==> src/rtl/packet_sort_pkg.sv <==
// Shared definitions for the streaming packet sorter.
//   state_t : controller states (IDLE -> FILL -> DRAIN -> IDLE)
//   max_len : packet capacity in words for a given address width
package packet_sort_pkg;

  typedef enum logic [1:0] {
    IDLE  = 2'd0,
    FILL  = 2'd1,
    DRAIN = 2'd2
  } state_t;

  function automatic int unsigned max_len(input int unsigned aw);
    return 32'd1 << aw;
  endfunction

endpackage

==> src/rtl/packet_sort_stream_insert_array.sv <==
// Sorted register array with single-word insertion.
// Ports:
//   clk_i, arst_n_i : clock, asynchronous active-low reset
//   clear           : empty the array (combined with ins_en: store ins_data at slot 0)
//   ins_en          : insert ins_data at its ordered position (ignored when full)
//   ins_data        : word to insert
//   dir             : 0 = ascending, 1 = descending order
//   rd_idx          : read address
//   rd_data         : arr[rd_idx]
//   count           : number of stored words (AWIDTH+1 bits, MAX_LEN representable)
//   full            : count == MAX_LEN
module sort_insert_array
  import packet_sort_pkg::*;
#(
  parameter int unsigned DWIDTH     = 8,
  parameter int unsigned AWIDTH     = 3,
  parameter int unsigned SIGNED_CMP = 0
) (
  input  logic              clk_i,
  input  logic              arst_n_i,
  input  logic              clear,
  input  logic              ins_en,
  input  logic [DWIDTH-1:0] ins_data,
  input  logic              dir,
  input  logic [AWIDTH-1:0] rd_idx,
  output logic [DWIDTH-1:0] rd_data,
  output logic [AWIDTH:0]   count,
  output logic              full
);

  localparam int unsigned     MAX_LEN = max_len(AWIDTH);
  localparam logic [AWIDTH:0] MAX_CNT = (AWIDTH+1)'(MAX_LEN);
  localparam logic [AWIDTH:0] CNT_ONE = (AWIDTH+1)'(1);
  // Flipping the sign bit maps two's complement order onto unsigned order.
  localparam logic [DWIDTH-1:0] KEY_FLIP = (SIGNED_CMP != 0) ?
                                           {1'b1, {(DWIDTH-1){1'b0}}} : {DWIDTH{1'b0}};

  logic [DWIDTH-1:0] arr_r     [MAX_LEN];
  logic [DWIDTH-1:0] ins_arr_s [MAX_LEN];
  logic [MAX_LEN-1:0] keep_s;
  logic [AWIDTH:0]   count_r;
  logic              full_s;

  // True when stored word e stays ahead of new word n; ties keep arrival order.
  function automatic logic stays_before(input logic [DWIDTH-1:0] e,
                                        input logic [DWIDTH-1:0] n,
                                        input logic              d);
    logic [DWIDTH-1:0] ek;
    logic [DWIDTH-1:0] nk;
    ek = e ^ KEY_FLIP;
    nk = n ^ KEY_FLIP;
    if (d) begin
      return ek >= nk;
    end else begin
      return ek <= nk;
    end
  endfunction

  assign full_s  = (count_r == MAX_CNT);
  assign full    = full_s;
  assign count   = count_r;
  assign rd_data = arr_r[rd_idx];

  // Build the post-insertion array. keep_s is a prefix of ones because the
  // array is already sorted, so the first zero is the insertion slot.
  always_comb begin
    for (int i = 0; i < MAX_LEN; i++) begin
      keep_s[i] = ((AWIDTH+1)'(i) < count_r) && stays_before(arr_r[i], ins_data, dir);
    end
    if (keep_s[0]) begin
      ins_arr_s[0] = arr_r[0];
    end else begin
      ins_arr_s[0] = ins_data;
    end
    for (int i = 1; i < MAX_LEN; i++) begin
      if (keep_s[i]) begin
        ins_arr_s[i] = arr_r[i];
      end else if (keep_s[i-1]) begin
        ins_arr_s[i] = ins_data;
      end else begin
        ins_arr_s[i] = arr_r[i-1];
      end
    end
  end

  // Array and count storage: clear/restart, ordered insert, or hold.
  always_ff @(posedge clk_i or negedge arst_n_i) begin
    if (!arst_n_i) begin
      count_r <= {(AWIDTH+1){1'b0}};
      for (int i = 0; i < MAX_LEN; i++) begin
        arr_r[i] <= {DWIDTH{1'b0}};
      end
    end else if (clear) begin
      for (int i = 1; i < MAX_LEN; i++) begin
        arr_r[i] <= {DWIDTH{1'b0}};
      end
      if (ins_en) begin
        arr_r[0] <= ins_data;
        count_r  <= CNT_ONE;
      end else begin
        arr_r[0] <= {DWIDTH{1'b0}};
        count_r  <= {(AWIDTH+1){1'b0}};
      end
    end else if (ins_en && !full_s) begin
      arr_r   <= ins_arr_s;
      count_r <= count_r + CNT_ONE;
    end else begin
      count_r <= count_r;
    end
  end

endmodule

==> src/rtl/packet_sort_stream.sv <==
// Streaming packet sorter: collects one packet (sop/eop/val) into a sorted
// array, then replays it in ascending or descending order with backpressure.
// Ports:
//   clk_i, arst_n_i          : clock, asynchronous active-low reset
//   data_i/sop_i/eop_i/val_i : input packet bus; desc_i sampled on the sop word
//   data_o/sop_o/eop_o/val_o : output packet bus, advanced on val_o & ready_i
//   ready_i                  : sink ready
//   busy_o                   : draining, input is ignored
//   err_o                    : one-cycle pulse after a protocol error
module packet_sort_stream
  import packet_sort_pkg::*;
#(
  parameter int unsigned DWIDTH     = 8,
  parameter int unsigned AWIDTH     = 3,
  parameter int unsigned SIGNED_CMP = 0
) (
  input  logic              clk_i,
  input  logic              arst_n_i,
  input  logic [DWIDTH-1:0] data_i,
  input  logic              sop_i,
  input  logic              eop_i,
  input  logic              val_i,
  input  logic              desc_i,
  output logic [DWIDTH-1:0] data_o,
  output logic              sop_o,
  output logic              eop_o,
  output logic              val_o,
  input  logic              ready_i,
  output logic              busy_o,
  output logic              err_o
);

  localparam logic [AWIDTH:0]   CNT_ONE = (AWIDTH+1)'(1);
  localparam logic [AWIDTH-1:0] IDX_ONE = AWIDTH'(1);

  state_t              state_r, state_s;
  logic [AWIDTH-1:0]   rd_idx_r, rd_idx_s;
  logic                dir_r, dir_s;
  logic                ovf_r, ovf_s;
  logic                err_r, err_s;
  logic                clear_s;
  logic                ins_en_s;
  logic [DWIDTH-1:0]   rd_data_s;
  logic [AWIDTH:0]     count_s;
  logic                full_s;
  logic                drain_s;
  logic                last_s;

  sort_insert_array #(
    .DWIDTH     (DWIDTH),
    .AWIDTH     (AWIDTH),
    .SIGNED_CMP (SIGNED_CMP)
  ) u_array (
    .clk_i    (clk_i),
    .arst_n_i (arst_n_i),
    .clear    (clear_s),
    .ins_en   (ins_en_s),
    .ins_data (data_i),
    .dir      (dir_r),
    .rd_idx   (rd_idx_r),
    .rd_data  (rd_data_s),
    .count    (count_s),
    .full     (full_s)
  );

  assign drain_s = (state_r == DRAIN);
  assign last_s  = ({1'b0, rd_idx_r} == (count_s - CNT_ONE));

  // Next-state and control decode for the IDLE/FILL/DRAIN controller.
  always_comb begin
    state_s  = state_r;
    rd_idx_s = rd_idx_r;
    dir_s    = dir_r;
    ovf_s    = ovf_r;
    err_s    = 1'b0;
    clear_s  = 1'b0;
    ins_en_s = 1'b0;
    case (state_r)
      IDLE: begin
        if (val_i && sop_i) begin
          clear_s  = 1'b1;
          ins_en_s = 1'b1;
          dir_s    = desc_i;
          ovf_s    = 1'b0;
          state_s  = eop_i ? DRAIN : FILL;
        end else if (val_i) begin
          err_s = 1'b1;
        end else begin
          err_s = 1'b0;
        end
      end
      FILL: begin
        if (val_i && sop_i) begin
          // A new sop abandons the packet in progress and restarts.
          err_s    = 1'b1;
          clear_s  = 1'b1;
          ins_en_s = 1'b1;
          dir_s    = desc_i;
          ovf_s    = 1'b0;
          state_s  = eop_i ? DRAIN : FILL;
        end else if (val_i) begin
          if (!full_s && !ovf_r) begin
            ins_en_s = 1'b1;
          end else begin
            err_s = 1'b1;
            ovf_s = 1'b1;
          end
          state_s = eop_i ? DRAIN : FILL;
        end else begin
          state_s = FILL;
        end
      end
      DRAIN: begin
        if (ready_i && last_s) begin
          state_s  = IDLE;
          rd_idx_s = {AWIDTH{1'b0}};
          ovf_s    = 1'b0;
        end else if (ready_i) begin
          rd_idx_s = rd_idx_r + IDX_ONE;
        end else begin
          rd_idx_s = rd_idx_r;
        end
      end
      default: begin
        state_s  = IDLE;
        rd_idx_s = {AWIDTH{1'b0}};
        ovf_s    = 1'b0;
      end
    endcase
  end

  // Controller state, read pointer, direction, overflow and error registers.
  always_ff @(posedge clk_i or negedge arst_n_i) begin
    if (!arst_n_i) begin
      state_r  <= IDLE;
      rd_idx_r <= {AWIDTH{1'b0}};
      dir_r    <= 1'b0;
      ovf_r    <= 1'b0;
      err_r    <= 1'b0;
    end else begin
      state_r  <= state_s;
      rd_idx_r <= rd_idx_s;
      dir_r    <= dir_s;
      ovf_r    <= ovf_s;
      err_r    <= err_s;
    end
  end

  // Outputs decode only registered state; data is forced to zero outside DRAIN.
  assign val_o  = drain_s;
  assign busy_o = drain_s;
  assign data_o = drain_s ? rd_data_s : {DWIDTH{1'b0}};
  assign sop_o  = drain_s && (rd_idx_r == {AWIDTH{1'b0}});
  assign eop_o  = drain_s && last_s;
  assign err_o  = err_r;

endmodule
==> config.mk <==
export PLATFORM = sky130hd
export DESIGN_NAME = packet_sort_stream
export DESIGN_NICKNAME = d
export VERILOG_FILES = /design/src/rtl/packet_sort_pkg.sv /design/src/rtl/packet_sort_stream_insert_array.sv /design/src/rtl/packet_sort_stream.sv
export SDC_FILE = /design/constraint.sdc
export NUM_CORES = 1
export LEC_CHECK = 0
export BUFFER_PORTS_ARGS = -buffer_cell sky130_fd_sc_hd__buf_2
export CORE_MARGIN = 2
export CORE_UTILIZATION = 50
export CTS_CLUSTER_SIZE = 28
export DETAILED_ROUTE_END_ITERATION = 10
export GPL_TIMING_DRIVEN = 1
export PLACE_DENSITY_LB_ADDON = 0.15
export SYNTH_ARGS = -nofsm -noshare
export SYNTH_HDL_FRONTEND = slang
export SYNTH_SLANG_ARGS = --single-unit
==> constraint.sdc <==
create_clock -name clk_i -period 2.9 [get_ports clk_i]
set_input_delay 0.29 -clock clk_i [delete_from_list [all_inputs] [get_ports clk_i]]
set_output_delay 0.29 -clock clk_i [all_outputs]
set_load 0.02 [all_outputs]
==> impl_metrics.json <==
{
  "final_layout_size_suffix_gt1_share_pct": 19.7,
  "worst_setup_path_start_kind": "register",
  "synthTopCellsByArea": "dfrtp_1 (30%), ha_1 (14%), mux2i_1 (10%), mux4_2 (5.7%), o2bb2ai_1 (4.5%)",
  "p_int_mw": 3.27,
  "port_buffers": 27,
  "status": "complete, no violations",
  "grt-ovfl-total": 0,
  "power_frac_comb_pct": 50.6,
  "dp.cells": 827,
  "wl_per_cell_microns": 23.4,
  "worstSetupPathType": "register to output pin",
  "clk_pin_slew_ps": 60,
  "drv_slew": 0,
  "drc_errors": 0,
  "path_max_fanout": 7,
  "avgSynthCellArea_sq_um": 10.1,
  "fin_crit_ps": 2600,
  "synth.distinct_cells": 68,
  "layout.nets": 754,
  "reg2reg_to": "u_array.arr_r[24]",
  "wl_mm": 19.8,
  "globalplace.congestion": 0.926,
  "crit_path_start": "u_array.count[1]",
  "io_pins": 28,
  "first_iter_violations": 509,
  "worst_r2r_path_depth": 9,
  "wl_met1_mm": 8.05,
  "worst_slew_pin_slew_ps": 1120,
  "setup_viol": 0,
  "cts_tree": "done",
  "ys_seq_elements": 76,
  "powerDensity_nw_per_um2": 794,
  "antennaDiodeCount": 0,
  "timing.final.crit_share_pct": 89.5,
  "avgViaCountPerCell": 6.44,
  "setup_tns_ps": 0,
  "p_leak_nw": 3.20,
  "drt_pre_antenna_iters": 5,
  "htreeDepth": 3,
  "synth_top_cell_area_share_pct": 30.2,
  "crit_path_end": "eop_o",
  "final_cells": 843,
  "wl_met2_mm": 9.06,
  "placed_cell_area_sq_um": 6780,
  "vdd_drop_max_mv": 0.443,
  "endpoint_kind": "output pin",
  "mostFrequentLayoutCells": "dfrtp_1 (76), ha_1 (69), mux2i_1 (65)",
  "clockBufferDepth": 2,
  "grt_pass1_wl_mm": 31.1,
  "die_h_microns": 116,
  "rrSetupSlack_ps": 310,
  "final_antenna_net_count": 0,
  "pwr-share-clk_pct": 21.6,
  "arrival_ps": 2310,
  "yosys_warnings": 0,
  "p_sw_share_pct": 42.0,
  "p_sw_mw": 2.37,
  "cts_resized": 0,
  "fin_area_sq_um": 7100,
  "fmax_mhz": 385,
  "dieArea_sq_um": 13500,
  "row_count": 40,
  "grt_max_degree": 77,
  "vias": 5425,
  "cts_buffers": 9,
  "hold_path_class": "input port to asynchronous set/reset pin",
  "fill_cells": 1060,
  "fin_worst_skew_ps": 10.4,
  "cts_root_buf": "clkbuf_16",
  "clock_latency_ps": 350,
  "required_ps": 2610,
  "grt_pass1_vias": 5485,
  "topRoutingLayerUsed": "met4",
  "synthToLayoutAreaGrowth_pct": 12.7,
  "post_cts_buffers": 0,
  "die_width_microns": 116,
  "dp_hpwl_mm": 14.4,
  "cts_sinks": 76,
  "initial_utilization_pct": 51.8,
  "track_usage_pct": 31.2,
  "cap_violations": 0,
  "synth-edff-count": 0,
  "r2r_start": "u_array.count[1]",
  "rsz0062_at_grt": "no",
  "ys_seq_area_share_pct": 30.2,
  "ys.flop_type": "dfrtp_1",
  "coreArea_sq_um": 12200,
  "dr_wl_met3_mm": 1.66,
  "async_reset_ff_share_pct": 100,
  "finalHoldViolations": 0,
  "antenna_found_initial": 0,
  "syn_inst": 625,
  "syn_nets": 709,
  "hold_buffers": 0,
  "final_common_cell": "dfrtp_1",
  "relSlewSlack_pct": 25.2,
  "sequentialPowerShare_pct": 27.8,
  "synth_largest_area_cell": "dfrtp_1",
  "syn_area_sq_um": 6300
}
==> kinds of logic after synthesis <==
group / Yosys count / share of synthesized area, %
adders and majority gates: 69 / 13.7
buffers and inverters: 62 / 4.43
AOI/OAI and AO/OA: 177 / 21.2
DFF: 76 / 30.2
muxes: 82 / 16.2
and+or+nand+nor: 151 / 12.9
xor gates and xnor gates: 8 / 1.35
==> Yosys cell counts (all sizes together) (7+ instances only) <==
library cell   n
a211oi         7
a21o           7
o2bb2ai       40
mux2i         65
a221oi         9
o21ai         38
nor2          42
nand3         12
nand2b         8
mux4          16
nor3           7
o21bai         8
nand2         51
inv           31
a21oi         30
clkbuf        14
ha            69
dfrtp         76
nand4          8
buf           17
o211ai        11
==> sequential cells by signal, summed over array words and instances, names as in the netlist <==
signal,cells
u_array.arr_r,64
u_array.count,4
rd_idx_r,3
state_r,2
dir_r,1
err_o,1
ovf_r,1
==> through the flow <==
step / power (mW) / utilization, % / setup WS [ps] / hold slack, ps
after floorplan: 3.58 / - / 187 / -5.59
after global placement: 4.28 / 55.7 / 261 / 484
after detailed placement: 4.38 / 55.7 / 170 / 495
after CTS: 5.61 / 58.4 / 312 / 122
after global routing: 5.96 / 58.4 / 161 / 132
final: 5.63 / 58.4 / 304 / 79.7
==> layer usage <==
metal	global-route usage (%)	up-vias
met4	15.1	0
met5	0	-
li1	-	2445
met1	39.8	2637
met3	6.85	71
met2	50.6	272
==> worst max-delay path: stages, from the launching register on <==
cell      delay [ps]
dfrtp_1          460
inv_1            100
ha_1             220
buf_4            170
xnor2_1          200
nor4bb_1         330
o211ai_1         190
nor2_1           120
buf_2            170
==> layout make-up <==
class                   count  area (sq um)  area share (%)
flip-flops and latches     76          1900            26.8
well taps                 168           210            2.96
clock inverters             5          75.1            1.06
inverters                  31           116            1.64
multi-input cells         487          4120            58.0
repair buffers             65           435            6.14
clock buffers              11           243            3.42
==> power groups by stage <==
stage / sequential (mW) / combinational [mW] / clock (mW)
4_1_cts: 1.56 / 2.81 / 1.24
3_5_place_dp: 1.57 / 2.81 / 0
5_1_grt: 1.59 / 3.09 / 1.29
2_1_floorplan: 1.45 / 2.13 / 0
3_3_place_gp: 1.57 / 2.71 / 0
6_report: 1.57 / 2.85 / 1.22
==> how the worst min path moves through the flow <==
| stage | from | to | slack (ps) | depth (start not counted) |
|---|---|---|---|---|
| final | arst_n_i | err_o | 80 | 1 |
| after global routing | eop_i | state_r[0] | 130 | 2 |
| after detailed placement | eop_i | state_r[0] | 500 | 2 |
| after floorplan | arst_n_i | dir_r | -6 | 0 |
| after CTS | eop_i | state_r[0] | 120 | 2 |
| after global placement | eop_i | state_r[0] | 480 | 2 |
No activity file was read; power rests on OpenSTA's default activity.
